[config.mk]
export PLATFORM = sky130hd
export DESIGN_NAME = stopwatch_ctrl
export DESIGN_NICKNAME = d
export VERILOG_FILES = /design/src/rtl/stopwatch_pkg.sv /design/src/rtl/btn_cond.sv /design/src/rtl/stopwatch_ctrl.sv
export SDC_FILE = /design/constraint.sdc
export NUM_CORES = 1
export LEC_CHECK = 0
export CELL_PAD_IN_SITES_DETAIL_PLACEMENT = 0
export CELL_PAD_IN_SITES_GLOBAL_PLACEMENT = 1
export CORE_MARGIN = 4
export CORE_UTILIZATION = 30
export CTS_CLUSTER_SIZE = 40
export DETAILED_ROUTE_END_ITERATION = 10
export PLACE_DENSITY = 0.78
export RECOVER_POWER = 100
export SYNTH_ARGS = -nofsm -noshare
export SYNTH_HDL_FRONTEND = slang
export SYNTH_SLANG_ARGS = --single-unit
export TNS_END_PERCENT = 10
[constraint.sdc]
create_clock -name clk_10Hz -period 3.01 [get_ports clk_10Hz]
set_clock_uncertainty 0.15 [all_clocks]
set_input_delay 0.602 -clock clk_10Hz [delete_from_list [all_inputs] [get_ports clk_10Hz]]
set_output_delay 0.602 -clock clk_10Hz [all_outputs]
set_load 0.1 [all_outputs]
[src/rtl/stopwatch_pkg.sv]
// rtl/stopwatch_pkg.sv - shared state encoding and BCD constants for the stopwatch control slice
package stopwatch_pkg;

    localparam int BCD_W = 16;

    localparam logic [1:0] S_IDLE  = 2'b00;
    localparam logic [1:0] S_RUN   = 2'b01;
    localparam logic [1:0] S_PAUSE = 2'b10;
    localparam logic [1:0] S_LAP   = 2'b11;

    localparam logic [BCD_W-1:0] BCD_MAX = 16'h9999;

endpackage

[src/rtl/btn_cond.sv]
// rtl/btn_cond.sv - button synchronizer, optional debounce (STOPWATCH_DEBOUNCE_EN) and rising-edge pulse
module btn_cond #(
    parameter int DEBOUNCE_CYCLES = 3
) (
    input  logic clk_10Hz,
    input  logic rst_n,
    input  logic btn,
    output logic pulse
);

    logic sync1;
    logic sync2;
    logic level;
    logic level_d;

`ifdef STOPWATCH_DEBOUNCE_EN
    localparam logic [3:0] DB_LAST = 4'(DEBOUNCE_CYCLES - 1);

    logic [3:0] db_cnt;

    // Accepted level flips only after DEBOUNCE_CYCLES consecutive differing samples.
    always_ff @(posedge clk_10Hz or posedge rst_n) begin
        if (rst_n) begin
            db_cnt <= '0;
            level  <= 1'b0;
        end else if (sync2 == level) begin
            db_cnt <= '0;
        end else if (db_cnt == DB_LAST) begin
            level  <= sync2;
            db_cnt <= '0;
        end else begin
            db_cnt <= db_cnt + 4'd1;
        end
    end
`else
    logic unused_debounce;
    assign unused_debounce = (DEBOUNCE_CYCLES != 0);
    assign level = sync2;
`endif

    always_ff @(posedge clk_10Hz or posedge rst_n) begin
        if (rst_n) begin
            sync1   <= 1'b0;
            sync2   <= 1'b0;
            level_d <= 1'b0;
        end else begin
            sync1   <= btn;
            sync2   <= sync1;
            level_d <= level;
        end
    end

    assign pulse = level & ~level_d;

endmodule

[src/rtl/stopwatch_ctrl.sv]
// rtl/stopwatch_ctrl.sv - stopwatch control FSM, lap register and display mux; debounce via STOPWATCH_DEBOUNCE_EN
module stopwatch_ctrl
    import stopwatch_pkg::*;
#(
    parameter bit STOP_AT_MAX     = 1'b1,
    parameter int DEBOUNCE_CYCLES = 3
) (
    input  logic             clk_10Hz,
    input  logic             rst_n,
    input  logic             btn_start_stop,
    input  logic             btn_lap,
    input  logic             btn_clear,
    input  logic [BCD_W-1:0] bcd_in,
    output logic             cnt_en,
    output logic             cnt_clr,
    output logic [BCD_W-1:0] disp_bcd,
    output logic [1:0]       state,
    output logic             ovf
);

    logic             ev_start_stop;
    logic             ev_lap;
    logic             ev_clear;
    logic             at_max;
    logic             counting;
    logic [BCD_W-1:0] lap_reg;

    btn_cond #(.DEBOUNCE_CYCLES(DEBOUNCE_CYCLES)) u_btn_ss (
        .clk_10Hz (clk_10Hz),
        .rst_n    (rst_n),
        .btn      (btn_start_stop),
        .pulse    (ev_start_stop)
    );

    btn_cond #(.DEBOUNCE_CYCLES(DEBOUNCE_CYCLES)) u_btn_lap (
        .clk_10Hz (clk_10Hz),
        .rst_n    (rst_n),
        .btn      (btn_lap),
        .pulse    (ev_lap)
    );

    btn_cond #(.DEBOUNCE_CYCLES(DEBOUNCE_CYCLES)) u_btn_clr (
        .clk_10Hz (clk_10Hz),
        .rst_n    (rst_n),
        .btn      (btn_clear),
        .pulse    (ev_clear)
    );

    assign at_max   = STOP_AT_MAX && (bcd_in == BCD_MAX);
    assign counting = (state == S_RUN) || (state == S_LAP);

    // Clear beats the max-stop rule, which beats start_stop, which beats lap.
    always_ff @(posedge clk_10Hz or posedge rst_n) begin
        if (rst_n) begin
            state   <= S_IDLE;
            cnt_clr <= 1'b0;
            lap_reg <= '0;
            ovf     <= 1'b0;
        end else begin
            cnt_clr <= 1'b0;
            if (ev_clear) begin
                state   <= S_IDLE;
                cnt_clr <= 1'b1;
                lap_reg <= '0;
                ovf     <= 1'b0;
            end else if (counting && at_max) begin
                state <= S_PAUSE;
                ovf   <= 1'b1;
            end else if (ev_start_stop) begin
                case (state)
                    S_IDLE:  state <= S_RUN;
                    S_RUN:   state <= S_PAUSE;
                    S_LAP:   state <= S_PAUSE;
                    default: state <= S_RUN;
                endcase
            end else if (ev_lap) begin
                if (state == S_RUN) begin
                    lap_reg <= bcd_in;
                    state   <= S_LAP;
                end else if (state == S_LAP) begin
                    state <= S_RUN;
                end
            end
        end
    end

    assign cnt_en   = counting && !at_max && !cnt_clr;
    assign disp_bcd = (state == S_LAP) ? lap_reg : bcd_in;

endmodule

==> metrics.yaml <==
via_count: 1211
fmax_mhz: 349
cp_max_fo: 3
start_util: 0.313
slew_violations: 30
p_leak_nw: 0.876
n_fill_cell: 461
die_y_um: 78.4
max_cap_viol_count: 1
synth.distinct_cells: 27
coreArea_um2: 4750
cts_max_level: 2
grt_pass1_wl_um: 5880
ys.flop_type: "dfrtp_1"
antennaDiodeCount: 0
rows: 25
drc: 0
synth_warnings: 0
relSlewSlack: -0.0135
min_period_over_period: 0.951
cts_tree: "built"
drtPass1Iterations: 4
worst_slew_pin_slew_ns: 1.52
grt_max_degree: 30
syn_avg_cell_area_um2: 11.6
violations: "capacitance limit, slew limit"
synth_area_um2: 1490
dieWidth_um: 78.4
synth_seq_cells: 29
cts-root-buf: "clkbuf_8"
first_iter_violations: 68
wl_um: 3700
clk_latency_ns: 0.28
ant_nets: 0
rsz0062_at_grt: "false"
timing_hold_violations_final: 0
synthArstFlopShare: 1.00
synth-edff-count: 0
yosysSeqAreaShare: 0.488
clk_pin_slew_ns: 0.05
status: "finished with violations"
dp_hpwl_um: 2590
irDropWorstVdd_v: 0.000271
nets: 194
wl_per_cell_um: 15.4
crit_type: "in -> out"
syn_to_final_growth_pct: 45.3
setup_viol: 0
final.setup.tns_ns: 0
post_cts_resized: 0
syn-num-nets: 149
cts_buffers: 5
crit_path_end_kind: "primary output"
p_per_area_nw_per_um2: 504
gr-total-overflow: 0
cts.path.max_buffers: 2
synthCells: 128
port_buffers: 41
required_ns: 2.26
period_minus_slack_ns: 2.86
gp_congestion: 0.749
whs_ns: 0.196
antenna_found_initial: 0
cts_setup_buffers: 0
cp-start-kind: "primary input"
die_area_um2: 6150
cts.sinks: 29
drive_above_1_share: 0.295
hold_class: "reg -> reg"
grtUsageTotal: 0.123
cp.arrival_ns: 2.11
first_global_vias: 1202
num_io_pins: 42
viasPerCell: 5.05
largest_register_ffs: 16
ctsHoldBuffers: 0
==> kinds of logic (layout without fill, tap and decap cells) <==
kind of cell / Yosys count / after routing / synth area share
mux: 16 / 16 / 0.121
compound gates: 35 / 35 / 0.158
flops: 29 / 29 / 0.488
buf+inv: 10 / 55 / 0.0462
simple gates: 38 / 38 / 0.187
==> metal layers <==
layer  share of wire  vias up  GRT usage
li1                -      560          -
met1            0.45      610      0.152
met2            0.48       34      0.190
met3           0.049        7     0.0401
met4           0.019        0     0.0629
met5               0        -          0
==> cell usage after synthesis, types with 2 or more instances <==
master    instances  area, um^2
and4bb_1          4        50.1
nor2b_1           2        12.5
a21oi_1          11        55.1
buf_2             4        20.0
nand2b_1          3        18.8
o21ai_0           8        40.0
a21oi_2           8        70.1
buf_4             2        15.0
o21ai_2           8        70.1
nor2_1            2        7.51
mux2_2           16         180
nand3_1          17        85.1
dfrtp_1          29         726
==> critical path, stage by stage <==
cell and delay (ns):
dlygate4sd3_1 0.57, and4bb_1 0.23, and4_1 0.25, nor3b_4 0.24, buf_12 0.21
==> cell type report <==
class / count / area (um^2) / area share
clock buffers: 7 / 86.3 / 0.0399
inverters: 1 / 3.75 / 0.00174
multi-input cells: 89 / 673 / 0.311
flip-flops and latches: 29 / 726 / 0.336
well taps: 67 / 83.8 / 0.0388
repair buffers: 47 / 589 / 0.273
==> placed cells by master (no fill, tap or decap), types with 2 or more instances in the layout <==
master / Yosys / final
clkbuf_8: 0 / 6
a21oi_2: 8 / 7
o21ai_2: 8 / 2
buf_4: 2 / 3
mux2_1: 0 / 5
mux2_2: 16 / 11
nand3_1: 17 / 17
a21oi_1: 11 / 12
o21ai_0: 8 / 14
dfrtp_1: 29 / 29
buf_12: 0 / 17
and4bb_1: 4 / 4
nor2_1: 2 / 2
clkbuf_1: 1 / 8
dlygate4sd3_1: 0 / 5
clkdlybuf4s50_1: 0 / 15
nand2b_1: 3 / 3
==> where the power goes <==
group | switching [mW] | internal [mW] | total [mW] | leakage [nW]
combinational | 0.217 | 0.124 | 0.340 | 0.453
sequential | 0.0178 | 0.414 | 0.431 | 0.378
clock | 0.138 | 0.181 | 0.318 | 0.0443
==> worst paths after layout <==
| kind | start | to | slack (ns) | depth (start not counted) |
|---|---|---|---|---|
| min in group asynchronous | rst_n | u_btn_lap.level_d$_DFF_PP0_ | 1.13 | 3 |
| min reg2reg | u_btn_lap.sync1$_DFF_PP0_ | u_btn_lap.level$_DFF_PP0_ | 0.20 | 0 |
| max in group asynchronous | rst_n | lap_reg[1]$_DFFE_PP0P_ | 0.69 | 3 |
| max reg2reg | u_btn_lap.level_d$_DFF_PP0_ | lap_reg[10]$_DFFE_PP0P_ | 1.11 | 4 |
| min | u_btn_lap.sync1$_DFF_PP0_ | u_btn_lap.level$_DFF_PP0_ | 0.20 | 0 |
| max | bcd_in[6] | cnt_en | 0.15 | 5 |
==> through the flow <==
stage	utilization	std cells	setup slack [ns]	cell area, um^2	total power [mW]
detailed placement	0.448	233	0.225	2130	0.792
global placement	0.448	233	0.217	2130	0.786
CTS	0.466	240	0.200	2220	1.12
floorplan	-	128	0.0943	1490	0.661
finish	0.455	240	0.147	2160	1.09
global route	0.455	240	0.0886	2160	1.13
Power figures use the tool's default switching activity.
